`config.mk`:
```
export PLATFORM = sky130hd
export DESIGN_NAME = piso_serializer
export DESIGN_NICKNAME = d
export VERILOG_FILES = /design/src/rtl/piso_serializer.sv
export SDC_FILE = /design/constraint.sdc
export NUM_CORES = 1
export LEC_CHECK = 0
export ABC_AREA = 1
export CORE_AREA = 3 3 40 42
export DETAILED_ROUTE_END_ITERATION = 16
export DIE_AREA = 0 0 43 45
export PLACE_DENSITY = 0.69
export SLEW_MARGIN = 40
export SYNTH_ARGS = -nofsm -noshare
export SYNTH_HDL_FRONTEND = slang
export SYNTH_SLANG_ARGS = --single-unit
```
`constraint.sdc`:
```
create_clock -name clk -period 3.2 [get_ports clk]
set_clock_uncertainty 0.05 [all_clocks]
set_input_delay 0.96 -clock clk [delete_from_list [all_inputs] [get_ports clk]]
set_output_delay 0.96 -clock clk [all_outputs]
set_load 0.01 [all_outputs]
```
`src/rtl/piso_serializer.sv`:
```
// -----------------------------------------------------------------------------
// piso_serializer
//   Parallel-in / serial-out transmitter. A word is taken through a
//   valid/ready load handshake. It is then sent one bit per clock on sout,
//   either MSB-first or LSB-first. The order is chosen by msb_first at accept
//   time.
//
//   The first bit appears in the cycle right after the accept edge. done
//   pulses on the last bit of each frame. A new word may be accepted during
//   that last-bit cycle, so back-to-back frames run with no idle gap.
//
//   Optional feature (macro PISO_PARITY_EN):
//     When defined, an even-parity bit (XOR of the data bits) is captured at
//     accept time. It is sent after the last data bit, so a frame is N+1
//     bits long.
//
// Ports:
//   clk         in   rising-edge clock
//   rst_n       in   asynchronous active-low reset
//   din[N-1:0]  in   parallel word, sampled only on an accepted load
//   msb_first   in   bit order for the frame (1 = MSB first), sampled on accept
//   load_valid  in   din / msb_first are valid
//   load_ready  out  a word can be accepted this cycle (combinational)
//   sout        out  serial data bit (registered)
//   sout_valid  out  sout carries a frame bit (registered)
//   busy        out  a frame is in progress (registered)
//   done        out  one-cycle pulse on the last bit of a frame (registered)
// -----------------------------------------------------------------------------
module piso_serializer #(
  parameter int N = 4
) (
  input  logic         clk,
  input  logic         rst_n,
  input  logic [N-1:0] din,
  input  logic         msb_first,
  input  logic         load_valid,
  output logic         load_ready,
  output logic         sout,
  output logic         sout_valid,
  output logic         busy,
  output logic         done
);

`ifdef PISO_PARITY_EN
  localparam int F = N + 1;
`else
  localparam int F = N;
`endif
  localparam int CW = $clog2(F);
  localparam logic [CW-1:0] LAST = CW'(F - 1);

  typedef enum logic {IDLE, SHIFT} state_t;

  state_t         state_q, state_d;
  // sreg holds only the bits not yet placed on sout. The first bit goes
  // straight into the sout flop at accept, which gives the one-cycle latency.
  logic [N-1:0]   sreg_q, sreg_d;
  logic [CW-1:0]  cnt_q, cnt_d;
  logic           dir_q, dir_d;
  logic           sout_q, sout_d;
  logic           sout_valid_q, sout_valid_d;
  logic           busy_q, busy_d;
  logic           done_q, done_d;
`ifdef PISO_PARITY_EN
  logic           parity_q, parity_d;
`endif

  logic last_bit;
  logic accept;

  assign last_bit   = (state_q == SHIFT) && (cnt_q == LAST);
  assign load_ready = (state_q == IDLE) || last_bit;
  assign accept     = load_valid && load_ready;

  always_comb begin
    state_d      = state_q;
    sreg_d       = sreg_q;
    cnt_d        = cnt_q;
    dir_d        = dir_q;
    sout_d       = sout_q;
    sout_valid_d = sout_valid_q;
    busy_d       = busy_q;
    done_d       = 1'b0;
`ifdef PISO_PARITY_EN
    parity_d     = parity_q;
`endif

    if (accept) begin
      state_d      = SHIFT;
      cnt_d        = '0;
      dir_d        = msb_first;
      sout_valid_d = 1'b1;
      busy_d       = 1'b1;
      if (msb_first) begin
        sout_d = din[N-1];
        sreg_d = {din[N-2:0], 1'b0};
      end else begin
        sout_d = din[0];
        sreg_d = {1'b0, din[N-1:1]};
      end
`ifdef PISO_PARITY_EN
      parity_d = ^din;
`endif
    end else if (last_bit) begin
      // The frame has ended and no follow-on word is waiting, so go idle.
      state_d      = IDLE;
      cnt_d        = '0;
      sout_d       = 1'b0;
      sout_valid_d = 1'b0;
      busy_d       = 1'b0;
    end else if (state_q == SHIFT) begin
      cnt_d  = cnt_q + 1'b1;
      done_d = (cnt_d == LAST);
      if (dir_q) begin
        sout_d = sreg_q[N-1];
        sreg_d = {sreg_q[N-2:0], 1'b0};
      end else begin
        sout_d = sreg_q[0];
        sreg_d = {1'b0, sreg_q[N-1:1]};
      end
`ifdef PISO_PARITY_EN
      // Index N is the parity slot. It follows the data in either bit order.
      if (cnt_d == CW'(N)) begin
        sout_d = parity_q;
      end
`endif
    end
  end

  always_ff @(posedge clk or negedge rst_n) begin
    if (!rst_n) begin
      state_q      <= IDLE;
      sreg_q       <= '0;
      cnt_q        <= '0;
      dir_q        <= 1'b0;
      sout_q       <= 1'b0;
      sout_valid_q <= 1'b0;
      busy_q       <= 1'b0;
      done_q       <= 1'b0;
`ifdef PISO_PARITY_EN
      parity_q     <= 1'b0;
`endif
    end else begin
      state_q      <= state_d;
      sreg_q       <= sreg_d;
      cnt_q        <= cnt_d;
      dir_q        <= dir_d;
      sout_q       <= sout_d;
      sout_valid_q <= sout_valid_d;
      busy_q       <= busy_d;
      done_q       <= done_d;
`ifdef PISO_PARITY_EN
      parity_q     <= parity_d;
`endif
    end
  end

  assign sout       = sout_q;
  assign sout_valid = sout_valid_q;
  assign busy       = busy_q;
  assign done       = done_q;

endmodule

```
Word-level counts from Yosys, hierarchy flattened

Index checks and enable logic that the tools add are counted.

$add $sub $neg: 1
Eq/ne operators: 3
Mux-type cells: 18
Bitwise logic cells: 1
Reduce and logical (&&, ||, !) cells: 7

Operators with widths:

| operator                                                        | count |
|---|---|
| 4-bit two-way mux                                               | 5 |
| 1-bit two-way mux                                               | 10 |
| 2-bit two-way mux                                               | 3 |
| 2-bit equality test, second input constant                      | 2 |
| 2-bit nonzero test                                              | 2 |
| 3-bit nonzero test                                              | 1 |
| 2-bit by 1-bit adder with 2-bit output, second input constant   | 1 |
| 1-bit logical AND                                               | 2 |
| 2-bit by 1-bit != test with 1-bit output, second input constant | 1 |
| 2-bit AND reduction                                             | 1 |
| 1-bit logical OR                                                | 1 |
| 1-bit NOT                                                       | 1 |

Register bits after elaboration: 10
Logic and storage cells: 36

Longest topological paths before layout

Word-level depth: 6
Mapped depth: 8
Mapped depth without buffers: 8

Worst setup path after synthesis

Ideal clock, no wire load.

Kind: register to output
Start: reg cnt_q[0]
End: out load_ready
Arrival: 785 ps
Data required time: 2190 ps
Path slack: 1405 ps
Cell stages (with the launch flop): 4
Cells stage by stage: dfrtp_1 -> ha_1 -> inv_1 -> nand2_2

Word-level cells in the longest chain between the ends: 3

RTL lines:

| item                   | RTL line | RTL |
|---|---|---|
| from (decl)            | 58       | `logic [CW-1:0] cnt_q, cnt_d;` |
| from (signal assigned) | 146      | `cnt_q <= cnt_d;` |
| 2-bit equality test    | 71       | `assign last_bit = (state_q == SHIFT) && (cnt_q == LAST);` |
| 1-bit logical AND      | 71       |  |
| 1-bit logical OR       | 72       | `assign load_ready = (state_q == IDLE) \|\| last_bit;` |
| to (decl)              | 37       | `output logic load_ready,` |

No other way between the ends.

Worst setup path after layout

Same ends and word-level chain as after synthesis.

==> run_results.csv <==
group,metric,value,unit
clocking,cts-buffers-inserted,3,
synth,ys_seq_elements,10,
sta,finalHoldViolCount,0,
detailed_routing,dr.pass1.iters,4,
clocking,cts_tree,"built",
setup_path,reg2reg_from,"cnt_q[0]",
setup_path,worst_setup_path_end_kind,"primary output",
synth,synth_cell_types,15,
clocking,root_buffer,"clkbuf_4",
worst_hold_path,hold_depth,2,
placement,post_dp_cell_area,691,sq um
setup_path,worstReg2RegEnd,"sreg_q[2]",
synth,synth_mux_area_frac,0,
setup_path,cp_max_fo,5,
clocking,cts-hold-fix-buffers,0,
clocking,clk_pin_slew,0.06,ns
worst_hold_path,hold_end,"sout",
clocking,cts.sinks,10,
synth,synth_area_per_cell,7.42,sq um
sta,drv_slew,0,
floorplan,core_area,1280,sq um
synth,synth_seq_area_share,0.443,
floorplan,start_util,0.439,
global_route,grt_pass1_vias,451,
final_layout,antenna_cells,0,
global_route,grt_max_degree,11,
synth,synth_fa_ha_area_frac,0.0443,
detailed_routing,antenna_left,0,
job,drv_cap,0,
placement,numPortBuffers,12,
synth,synth_top_family_by_area,"simple AND/OR/NAND/NOR gates",
floorplan,dieArea,1940,sq um
synth,synth.net_count,86,
worst_hold_path,hold_class,"flip-flop to flip-flop",
synth,synth_compound_area_frac,0.0754,
final_layout,postLayoutCellArea,713,sq um
final_layout,final_util,0.555,
sta,setup_viol,0,
detailed_routing,wl,1090,um
outcome,status,"finished, final reports clean",
synth,netlist_area,564,sq um
final_layout,multiInputGateArea,253,sq um
synth,syn-instance-count,76,
detailed_routing,drtIter0Drc,6,
detailed_routing,wl_per_cell,10.4,um
synth,yosys_warnings,0,
setup_path,crit_path_start_kind,"flip-flop",
final_layout,area_growth,26.4,%
setup_path,critPathSlowestCell,"clkdlybuf4s50_1",
final_layout,fin_nets,101,
sta,fin_crit_sh,0.819,
final_layout,fill_cells,138,
detailed_routing,avgViaCountPerCell,4.78,
floorplan,die_h,45,um
setup_path,path_class,"flip-flop to primary output",
global_route,antenna_found_initial,0,
final_layout,drive_gt1_frac,0.0899,
synth,synth_xor_area_frac,0,
clocking,post_cts_resized,0,
floorplan,rows,13,
setup_path,cp_cell_sequence,"ha_1 -> inv_1 -> nand2_2 -> clkdlybuf4s50_1",
clocking,post_cts_buffers,0,
power_and_ir_drop,power_density,842,nW/um^2
power_and_ir_drop,peakVddDrop,0.356,mV
global_route,grt_overflow_total,0,
setup_path,worst_r2r_path_depth,7,
placement,dp.cells,101,
setup_path,worstPathRequired,2.19,ns
sta,relSlewSlack,0.696,
setup_path,r2r_slack,1.91,ns
sta,tns,0,ns
floorplan,io_pins,13,
sta,max_freq,382,MHz
power_and_ir_drop,p_leak,0.375,nW
setup_path,cp.arrival,1.61,ns
clocking,worstSkewPairLatency,0.26,ns
worst_hold_path,min_from,"sout",
global_route,grt_use_total,0.139,
detailed_routing,dr_total_vias,497,
final_layout,seqCellArea,250,sq um
final_layout,finalNonFillerCells,104,
setup_path,slowest_delay,0.55,ns
placement,place_congestion,0.734,
power_and_ir_drop,fin_total_pwr,0.601,mW
synth,synth-simple-area-share,0.328,
sta,finalCriticalPeriod,2.62,ns
global_route,grt_pass1_wl,1870,um
clocking,h-tree-depth,1,
sta,grt_setup_unrepaired,"false",
floorplan,die_w,43,um
detailed_routing,drc,0,
placement,dpl.hpwl,877,um
clocking,clock_path_buffers,2,
sta,tightestPinTransition,0.455,ns
-- synthesized netlist by cell type (all sizes together) --
| cell type | n | area [sq um] |
|---|---|---|
| dfrtp | 10 | 250 |
| o21ai | 4 | 20.0 |
| nor2 | 6 | 32.5 |
| nand3 | 6 | 30.0 |
| nand2 | 30 | 123 |
| buf | 2 | 12.5 |
| ha | 2 | 25.0 |
| inv | 13 | 48.8 |
| o211ai | 3 | 22.5 |
-- layout by cell type (no fill, tap or decap), drive strengths merged --
master | synthesis | routed
ha | 2 | 2
nand3 | 6 | 6
dfrtp | 10 | 10
nor2 | 6 | 6
o211ai | 3 | 3
clkbuf | 0 | 3
clkdlybuf4s50 | 0 | 12
o21ai | 4 | 4
inv | 13 | 13
nand2 | 30 | 30
-- where the power goes --
group / total (mW) / switching, mW / internal (mW)
registers: 0.234 / 0.0488 / 0.185
clock network: 0.0849 / 0.0414 / 0.0434
logic: 0.282 / 0.150 / 0.132
total: 0.601 / 0.240 / 0.361
-- worst max-delay path, delay by kind of cell (launching register included) --
kind | cells | cell delay [ns]
buffers and inverters | 2 | 0.62
flip-flops | 1 | 0.38
AND/OR/NAND/NOR | 1 | 0.12
adder cells (fa/ha/maj) | 1 | 0.23
-- registers in the layout, summed over array words and instances, names as in the netlist --
signal	flops
busy	1
sout	1
done	1
dir_q	1
cnt_q	2
sreg_q	4
-- how the worst max path moves through the flow --
stage | slack (ns) | depth (start not counted) | from | end
2_1_floorplan | 1.41 | 3 | cnt_q[0] | load_ready
3_3_place_gp | 0.90 | 4 | cnt_q[0] | load_ready
3_5_place_dp | 0.86 | 4 | cnt_q[0] | load_ready
4_1_cts | 0.56 | 4 | cnt_q[0] | load_ready
5_1_grt | 0.46 | 4 | cnt_q[0] | load_ready
6_report | 0.58 | 4 | cnt_q[0] | load_ready
-- cells by family (layout without fill, tap and decap cells) --
group,after synthesis,count (layout)
and+or+nand+nor,42,42
adders and majority gates,2,2
AOI/OAI and AO/OA,7,7
buffers and inverters,15,28
DFF,10,10
-- routing by layer --
layer	part of all wire	GRT usage	routed length [um]
met1	0.45	0.168	491
met3	0.057	0.0239	62
met2	0.45	0.210	486
met5	0	0	0
met4	0.041	0.127	44
-- through the flow --
step | setup slack (ns) | hold WS (ns)
floorplan | 1.41 | 0.415
global placement | 0.896 | 0.433
detailed placement | 0.856 | 0.437
CTS | 0.557 | 0.455
global route | 0.458 | 0.483
finish | 0.580 | 0.444
-- layout make-up --
class	instances	share of cell area
Inverter	13	0.0684
Tap cell	15	0.0263
Timing Repair Buffer	12	0.168
Clock buffer	3	0.0316
Sequential cell	10	0.351
Multi-Input combinational cell	51	0.354
Note: power is estimated with default switching activity, not from simulation.
